--- src/rtl/spi_target_pkg.sv ---
// Shared definitions for the SPI mode-0 target: default idle byte, FSM states, bit-count width.
package spi_target_pkg;

  localparam logic [7:0] IDLE_BYTE_DEF = 8'hFF;
  localparam int         CNT_W         = 3;

  typedef enum logic {
    ST_IDLE  = 1'b0,
    ST_SHIFT = 1'b1
  } state_t;

endpackage

--- src/rtl/spi_target_sync.sv ---
// Two-flop synchronizer plus edge-detect register for one asynchronous SPI pin.
// Strobes are registered single clk7 pulses, suppressed until the pipeline holds real history.
module spi_target_sync (
  input  logic clk7,
  input  logic rst,
  input  logic pin,
  output logic level,
  output logic rise,
  output logic fall
);

  logic [2:0] sh;     // [0],[1] synchronizer, [2] edge-detect history
  logic [1:0] prime;  // counts stages filled since reset
  logic       armed;

  assign armed = (prime == 2'd3);

  // NOTE: non-blocking assignments so every stage samples the previous stage's old value.
  always_ff @(posedge clk7) begin
    if (rst) begin
      sh    <= '0;
      prime <= '0;
      level <= 1'b0;
      rise  <= 1'b0;
      fall  <= 1'b0;
    end else begin
      sh <= {sh[1:0], pin};
      if (!armed) prime <= prime + 2'd1;
      level <= sh[1];
      rise  <= armed &&  sh[1] && !sh[2];
      fall  <= armed && !sh[1] &&  sh[2];
    end
  end

endmodule

--- src/rtl/spi_target.sv ---
// SPI mode-0 target oversampled on clk7, with byte-wide rx/tx handshakes.
// Optional sticky rx_overrun flag built only when SPI_TARGET_OVERRUN_EN is defined.
module spi_target
  import spi_target_pkg::*;
#(
  parameter logic [7:0] IDLE_BYTE = IDLE_BYTE_DEF
) (
  input  logic       clk7,
  input  logic       rst,
  input  logic       sclk,
  input  logic       mosi,
  input  logic       _cs,
  output logic       miso,
  output logic       miso_oe,
  input  logic [7:0] tx_data,
  input  logic       tx_load,
  output logic       tx_ready,
  output logic [7:0] rx_data,
  output logic       rx_valid,
  input  logic       rx_ack,
  output logic       rx_overrun,
  output logic       selected
);

  logic sclk_lvl, sclk_rise, sclk_fall;
  logic mosi_lvl, mosi_rise, mosi_fall;
  logic cs_lvl, cs_rise, cs_fall;
  logic unused_sync;

  spi_target_sync u_sync_sclk (.clk7(clk7), .rst(rst), .pin(sclk), .level(sclk_lvl), .rise(sclk_rise), .fall(sclk_fall));
  spi_target_sync u_sync_mosi (.clk7(clk7), .rst(rst), .pin(mosi), .level(mosi_lvl), .rise(mosi_rise), .fall(mosi_fall));
  spi_target_sync u_sync_cs   (.clk7(clk7), .rst(rst), .pin(_cs),  .level(cs_lvl),   .rise(cs_rise),   .fall(cs_fall));

  assign unused_sync = &{1'b0, sclk_lvl, mosi_rise, mosi_fall, cs_lvl};

  state_t           state;
  logic [CNT_W-1:0] bit_cnt;
  logic [7:0]       rx_shift, tx_shift, hold;
  logic             hold_full;
  logic [7:0]       rx_next, tx_src;
  logic             byte_done;

  assign rx_next   = {rx_shift[6:0], mosi_lvl};
  assign tx_src    = hold_full ? hold : IDLE_BYTE;
  assign byte_done = (state == ST_SHIFT) && !cs_rise && sclk_rise && (&bit_cnt);

  always_ff @(posedge clk7) begin
    if (rst) begin
      state     <= ST_IDLE;
      bit_cnt   <= '0;
      rx_shift  <= '0;
      tx_shift  <= '0;
      hold      <= '0;
      hold_full <= 1'b0;
      tx_ready  <= 1'b1;
      rx_data   <= '0;
      rx_valid  <= 1'b0;
      miso      <= 1'b0;
      miso_oe   <= 1'b0;
      selected  <= 1'b0;
    end else begin
      // tx_ready trails hold_full by one cycle; a load clears it at once.
      tx_ready <= !hold_full;
      if (tx_load && tx_ready) begin
        hold      <= tx_data;
        hold_full <= 1'b1;
        tx_ready  <= 1'b0;
      end
      if (rx_ack) rx_valid <= 1'b0;

      case (state)
        ST_IDLE: begin
          if (cs_fall) begin
            state    <= ST_SHIFT;
            bit_cnt  <= '0;
            tx_shift <= tx_src;
            miso     <= tx_src[7];
            miso_oe  <= 1'b1;
            selected <= 1'b1;
            if (hold_full) hold_full <= 1'b0;
          end
        end
        ST_SHIFT: begin
          if (cs_rise) begin
            state    <= ST_IDLE;
            bit_cnt  <= '0;
            miso     <= 1'b0;
            miso_oe  <= 1'b0;
            selected <= 1'b0;
          end else begin
            if (sclk_rise) begin
              rx_shift <= rx_next;
              bit_cnt  <= bit_cnt + CNT_W'(1);
              // A completing byte overrides a coincident rx_ack.
              if (byte_done) begin
                rx_data  <= rx_next;
                rx_valid <= 1'b1;
              end
            end
            if (sclk_fall) begin
              if (bit_cnt == '0) begin
                tx_shift <= tx_src;
                miso     <= tx_src[7];
                if (hold_full) hold_full <= 1'b0;
              end else begin
                tx_shift <= {tx_shift[6:0], 1'b0};
                miso     <= tx_shift[6];
              end
            end
          end
        end
        default: state <= ST_IDLE;
      endcase
    end
  end

`ifdef SPI_TARGET_OVERRUN_EN
  always_ff @(posedge clk7) begin
    if (rst)                                 rx_overrun <= 1'b0;
    else if (byte_done && rx_valid && !rx_ack) rx_overrun <= 1'b1;
  end
`else
  assign rx_overrun = 1'b0;
`endif

endmodule

--- config.mk ---
export PLATFORM = sky130hd
export DESIGN_NAME = spi_target
export DESIGN_NICKNAME = d
export VERILOG_FILES = /design/src/rtl/spi_target_pkg.sv /design/src/rtl/spi_target_sync.sv /design/src/rtl/spi_target.sv
export SDC_FILE = /design/constraint.sdc
export NUM_CORES = 1
export LEC_CHECK = 0
export ABC_AREA = 1
export BUFFER_PORTS_ARGS = -buffer_cell sky130_fd_sc_hd__buf_2
export CAP_MARGIN = 20
export CORE_MARGIN = 4
export CORE_UTILIZATION = 57
export DETAILED_ROUTE_END_ITERATION = 12
export GPL_TIMING_DRIVEN = 0
export PLACE_DENSITY = 0.78
export SYNTH_ARGS = -nofsm -noshare
export SYNTH_HDL_FRONTEND = slang
export SYNTH_HIERARCHICAL = 1
export SYNTH_SLANG_ARGS = --single-unit
--- constraint.sdc ---
create_clock -name clk7 -period 1.6 [get_ports clk7]
set_input_delay 0.08 -clock clk7 [delete_from_list [all_inputs] [get_ports clk7]]
set_output_delay 0.08 -clock clk7 [all_outputs]
set_load 0.02 [all_outputs]
# --- After elaboration in Yosys (flattened, before gate mapping) ---
# Index checks and enable logic that the tools add are counted.
totals:
  register_bits: 56
  elab_cells: 94
  output_inout_bits: 14
op_classes:
  eq_ne: 8
  addsub: 3
  n_mux: 34
  reduce_logical: 26
  bitwise_logic: 2
ops:
  columns: ["cell", "count"]
  rows:
  - ["7-bit 2-to-1 mux", 4]
  - ["1-bit 2-to-1 mux", 20]
  - ["7-bit case mux with 2 select lines", 1]
  - ["1-bit logical AND", 12]
  - ["3-bit 2-to-1 mux", 3]
  - ["3-bit AND reduction", 3]
  - ["8-bit 2-to-1 mux", 1]
  - ["1-bit case mux with 2 select lines", 4]
  - ["1-bit logical NOT", 6]
  - ["2-bit by 1-bit inequality test with 1-bit output (second input constant)", 3]
  - ["3-bit by 1-bit inequality test with 1-bit output (second input constant)", 2]
  - ["3-bit case mux with 2 select lines", 1]
  - ["2-bit AND reduction", 3]
  - ["2-bit by 1-bit adder with 2-bit output (second input constant)", 2]
  - ["2-bit == test (second input constant)", 2]
  - ["4-bit AND reduction", 1]
  - ["3-bit by 1-bit adder with 3-bit output (second input constant)", 1]
  - ["3-bit logical NOT", 1]
  - ["2-bit inequality test (second input constant)", 1]
  - ["1-bit NOT", 2]

# --- Logic depth before layout (Yosys ltp) ---
depth:
  depth_word: 8
  depth_mapped: 8
  ltp_nobuf: 8

# --- Cells and area by module ---
# The synthesis kept the hierarchy.
modules_own_cells:
  columns: ["mod", "seq_area_each_um2", "area_each_um2", "cells_each", "n_inst"]
  rows:
  - ["spi_target", 780.7, 1681.6, 231, 1]
  - ["spi_target_sync", 140.1, 234.0, 29, 3]

# --- Least setup slack after synthesis ---
# Ideal clock, no wire load.
synth_path:
  kind: "register to register"
  start: "reg bit_cnt[0]"
  end: "reg rx_data[0]"
  stages_incl_launch_ff: 7
  arrival_ps: 1121
  path_slack_ps: 347
  path_cell_list: "dfxtp_1 ha_1 ha_1 clkbuf_1 nand2_2 nand2_1 a21oi_1"
synth_via:
  elab_chain_cells: 3
synth_lines:
  columns: ["item", "line_no", "text"]
  rows:
  - ["from (decl)", "spi_target.sv:37", "logic [CNT_W-1:0] bit_cnt;"]
  - ["from (signal assigned)", "spi_target.sv:93", "bit_cnt <= bit_cnt + CNT_W'(1);"]
  - ["3-bit AND reduction", "spi_target.sv:45", "assign byte_done = (state == ST_SHIFT) && !cs_rise && sclk_rise && (&bit_cnt);"]
  - ["1-bit logical AND", "spi_target.sv:45", null]
  - ["4-bit AND reduction (no source line)", null, null]
  - ["to (signal assigned)", "spi_target.sv:96", "rx_data <= rx_next;"]
  - ["to (decl)", "spi_target.sv:18", "output logic [7:0] rx_data,"]
# Every way passes these cells.
# A chain may end at the register's enable or synchronous reset.

# --- Final worst setup path ---
layout_path:
  start: "reg bit_cnt[0]"
  end: "reg tx_shift[5]"
layout_via:
  elab_chain_cells: 5
layout_lines:
  columns: ["item", "line_no", "text"]
  rows:
  - ["3-bit logical NOT", "spi_target.sv:101", "if (bit_cnt == '0) begin"]
  - ["7-bit 2-to-1 mux", "spi_target.sv:101", null]
  - ["7-bit 2-to-1 mux", "spi_target.sv:100", "if (sclk_fall) begin"]
  - ["7-bit 2-to-1 mux", "spi_target.sv:84", "if (cs_rise) begin"]
  - ["7-bit case mux with 2 select lines", "spi_target.sv:71", "case (state)"]
  - ["to (signal assigned)", "spi_target.sv:76", "tx_shift <= tx_src;"]
  - ["to (signal assigned)", "spi_target.sv:102", "tx_shift <= tx_src;"]
  - ["to (signal assigned)", "spi_target.sv:106", "tx_shift <= {tx_shift[6:0], 1'b0};"]
  - ["to (decl)", "spi_target.sv:38", "logic [7:0] rx_shift, tx_shift, hold;"]
# Every way passes these cells. The select of a mux whose other input is x is not followed.

==> impl_metrics.prom <==
# TYPE chip_impl_metric gauge
chip_impl_metric{name="met3RoutedLength",unit="um"} 177
chip_impl_info{name="maxUsedRoutingLayer",value="met4"} 1
chip_impl_metric{name="power",unit="mW"} 2.64
chip_impl_metric{name="path_max_fanout",unit=""} 9
chip_impl_metric{name="postLayoutCoreUtil",unit="%"} 69.5
chip_impl_metric{name="rows",unit=""} 22
chip_impl_metric{name="maxCapViolations",unit=""} 0
chip_impl_metric{name="syn-instance-count",unit=""} 298
chip_impl_metric{name="cts.repair_timing.setup_buffer_count",unit=""} 0
chip_impl_metric{name="power.leakage",unit="nW"} 1.20
chip_impl_info{name="cts_tree",value="built"} 1
chip_impl_metric{name="fillCellCount",unit=""} 326
chip_impl_info{name="rsz0062_at_grt",value="no"} 1
chip_impl_metric{name="clock_latency",unit="ns"} 0.31
chip_impl_info{name="critical-path-top-delay-family",value="simple AND/OR/NAND/NOR gates"} 1
chip_impl_metric{name="final.hold.worst_slack",unit="ns"} 0.0303
chip_impl_metric{name="fp.dieArea",unit="mm2"} 0.00498
chip_impl_metric{name="wl_met2",unit="um"} 1980
chip_impl_metric{name="antenna_found_initial",unit=""} 0
chip_impl_metric{name="synth.avg_cell_area",unit="um2"} 7.49
chip_impl_metric{name="detail-route-antenna-nets",unit=""} 0
chip_impl_metric{name="place_congestion",unit=""} 0.810
chip_impl_metric{name="maxClockFrequency",unit="GHz"} 0.713
chip_impl_info{name="crit_chain",value="inv_1 > ha_1 > nand2_2 > nand2_1 > inv_1 > nor2_1 > nor2_1 > nor2_1"} 1
chip_impl_info{name="critical_path.slowest_cell",value="dfxtp_1"} 1
chip_impl_metric{name="finalCritPeriodShare",unit="%"} 87.7
chip_impl_metric{name="power.density",unit="mW/mm2"} 1020
chip_impl_metric{name="vias_in_the_first_global_route",unit=""} 1897
chip_impl_metric{name="diodes",unit=""} 0
chip_impl_metric{name="critical_path_arrival",unit="ns"} 1.61
chip_impl_metric{name="timing.critical_path.buf_inv",unit=""} 2
chip_impl_metric{name="routedLengthMet1",unit="um"} 1920
chip_impl_metric{name="setup_slack",unit="ns"} 0.197
chip_impl_metric{name="synth.cell_area",unit="mm2"} 0.00223
chip_impl_metric{name="slew_violations",unit=""} 0
chip_impl_metric{name="drive_above_1_share",unit="%"} 16.1
chip_impl_info{name="dominant_cell_type_by_count_on_the_critical_path",value="nor2_1"} 1
chip_impl_metric{name="final_tns_setup",unit="ns"} 0
chip_impl_metric{name="routed_wl",unit="um"} 4140
chip_impl_info{name="clock_tree.root_cell",value="clkbuf_8"} 1
chip_impl_metric{name="post_drt_wl_per_cell",unit="um"} 10.8
chip_impl_metric{name="cts-root-to-sink-buffers",unit=""} 2
chip_impl_metric{name="port_buffers",unit=""} 27
chip_impl_metric{name="tritoncts.num_buffers",unit=""} 5
chip_impl_metric{name="fp.dieW",unit="um"} 70.6
chip_impl_metric{name="vdd_drop_max",unit="mV"} 0.880
chip_impl_metric{name="dr_vias",unit=""} 1883
chip_impl_metric{name="setup_viol",unit=""} 0
chip_impl_metric{name="dpl.hpwl",unit="um"} 3020
chip_impl_info{name="worstSetupEndpointType",value="flip-flop"} 1
chip_impl_metric{name="starting_density_of_the_core",unit="%"} 60.1
chip_impl_metric{name="h-tree-depth",unit=""} 2
chip_impl_metric{name="crit_path_max_incr_delay",unit="ns"} 0.37
chip_impl_info{name="setup.worst_path.class",value="reg2reg"} 1
chip_impl_metric{name="finClkSkew",unit="ns"} 0.00640
chip_impl_metric{name="flow.area_growth_from_synthesis",unit="%"} 15.7
chip_impl_metric{name="final_hold_viol_count",unit=""} 0
chip_impl_metric{name="drcViolationCount",unit=""} 0
chip_impl_metric{name="grt_start_max_net_pins",unit=""} 17
chip_impl_metric{name="grt_first_pass_wirelength",unit="um"} 7690
chip_impl_metric{name="avgViaCountPerCell",unit=""} 4.92
chip_impl_info{name="hp_class",value="in2reg"} 1
chip_impl_metric{name="core-area",unit="mm2"} 0.00372
chip_impl_metric{name="die-height",unit="um"} 70.6
chip_impl_metric{name="track_usage",unit="%"} 18.6
chip_impl_metric{name="dr.pass1.iters",unit=""} 4
chip_impl_metric{name="boundaryPins",unit=""} 29
chip_impl_metric{name="period_minus_slack",unit="ns"} 1.40
chip_impl_metric{name="synth_nets",unit=""} 318
chip_impl_metric{name="critical_path_required",unit="ns"} 1.81
chip_impl_metric{name="worst_setup_hold_path_clk_slew",unit="ns"} 0.09
chip_impl_info{name="outcome",value="finished clean"} 1
chip_impl_metric{name="grt.overflow.total",unit=""} 0
chip_impl_metric{name="starting_drt_drc_count",unit=""} 141
chip_impl_metric{name="design.final.nets",unit=""} 354
chip_impl_metric{name="pre_cts_ws",unit="ns"} 0.0888
chip_impl_metric{name="clock-sinks",unit=""} 56
chip_impl_metric{name="synthesis.yosys.warnings",unit=""} 6
chip_impl_info{name="start_kind",value="flip-flop"} 1
==> stage by stage <==
step	instances	area, um2
2_1_floorplan	298	2230
3_3_place_gp	373	2430
3_5_place_dp	373	2430
4_1_cts	384	2580
5_1_grt	383	2580
6_report	383	2580
==> placed cells by master (no fill, tap or decap), drive strengths merged <==
| cell type | instances |
|---|---|
| nand2 | 54 |
| o21ai | 18 |
| nand3 | 18 |
| bufinv | 1 |
| nor3 | 5 |
| inv | 29 |
| nand3b | 6 |
| clkbuf | 9 |
| a21oi | 18 |
| dfxtp | 56 |
| clkinv | 2 |
| buf | 33 |
| dlygate4sd3 | 3 |
| nor2 | 75 |
| conb | 1 |
| ha | 5 |
| nand4 | 1 |
| or2 | 1 |
==> power breakdown <==
part / total [mW] / switching, mW / internal (mW)
logic: 0.191 / 0.114 / 0.0772
clock network: 0.979 / 0.427 / 0.552
registers: 1.47 / 0.0277 / 1.44
total: 2.64 / 0.568 / 2.07
==> per-layer routing <==
layer	up-vias	global-route usage (%)
met5	-	0
met3	6	5.11
met2	28	32.3
met4	0	5.22
li1	1004	-
met1	845	22.8
==> final cells by class <==
class                      instances  area (um2)  area share (%)
inverter                          31         116            4.51
tap                               48        60.1            2.33
clock inverter                     1        30.0            1.16
buffer                             8        51.3            1.99
timing repair buffer              30         165            6.40
sequential                        56        1120            43.4
multi-input combinational        202         942            36.5
clock buffer                       7        96.3            3.73
==> final timing paths <==
| path | to | start | cells past startpoint | slack (ns) |
|---|---|---|---|---|
| setup / recovery | tx_shift[5]$_SDFFE_PP0P_ | bit_cnt[0]$_SDFFE_PP0P_ | 8 | 0.20 |
| hold / removal | rx_valid$_SDFF_PP0_ | rx_ack | 4 | 0.03 |
| setup reg to reg | tx_shift[5]$_SDFFE_PP0P_ | bit_cnt[0]$_SDFFE_PP0P_ | 8 | 0.20 |
| hold reg to reg | u_sync_mosi/sh[1]$_SDFF_PP0_ | u_sync_mosi/sh[0]$_SDFF_PP0_ | 2 | 0.41 |
==> sequential cells by signal (all words and copies together) (netlist names), 2 cells and up <==
| signal | flops |
|---|---|
| rx_data | 8 |
| u_sync_cs/sh | 2 |
| u_sync_sclk/sh | 2 |
| hold | 8 |
| u_sync_cs/prime | 2 |
| u_sync_sclk/prime | 2 |
| bit_cnt | 3 |
| rx_shift | 7 |
| tx_shift | 7 |
| u_sync_mosi/sh | 2 |
==> tightest hold or removal path, delay by kind of cell <==
| family | cells | cell delay, ns |
|---|---|---|
| buf+inv | 2 | 0.11 |
| compound gates | 1 | 0.06 |
| simple gates | 1 | 0.05 |
==> repair_timing <==
action,4_1_cts,5_1_grt
hold buffers,3,0
setup endpoints to repair,0,15
hold endpoints to repair,3,0
resized for setup,0,1
(Power assumes the default switching activity.)
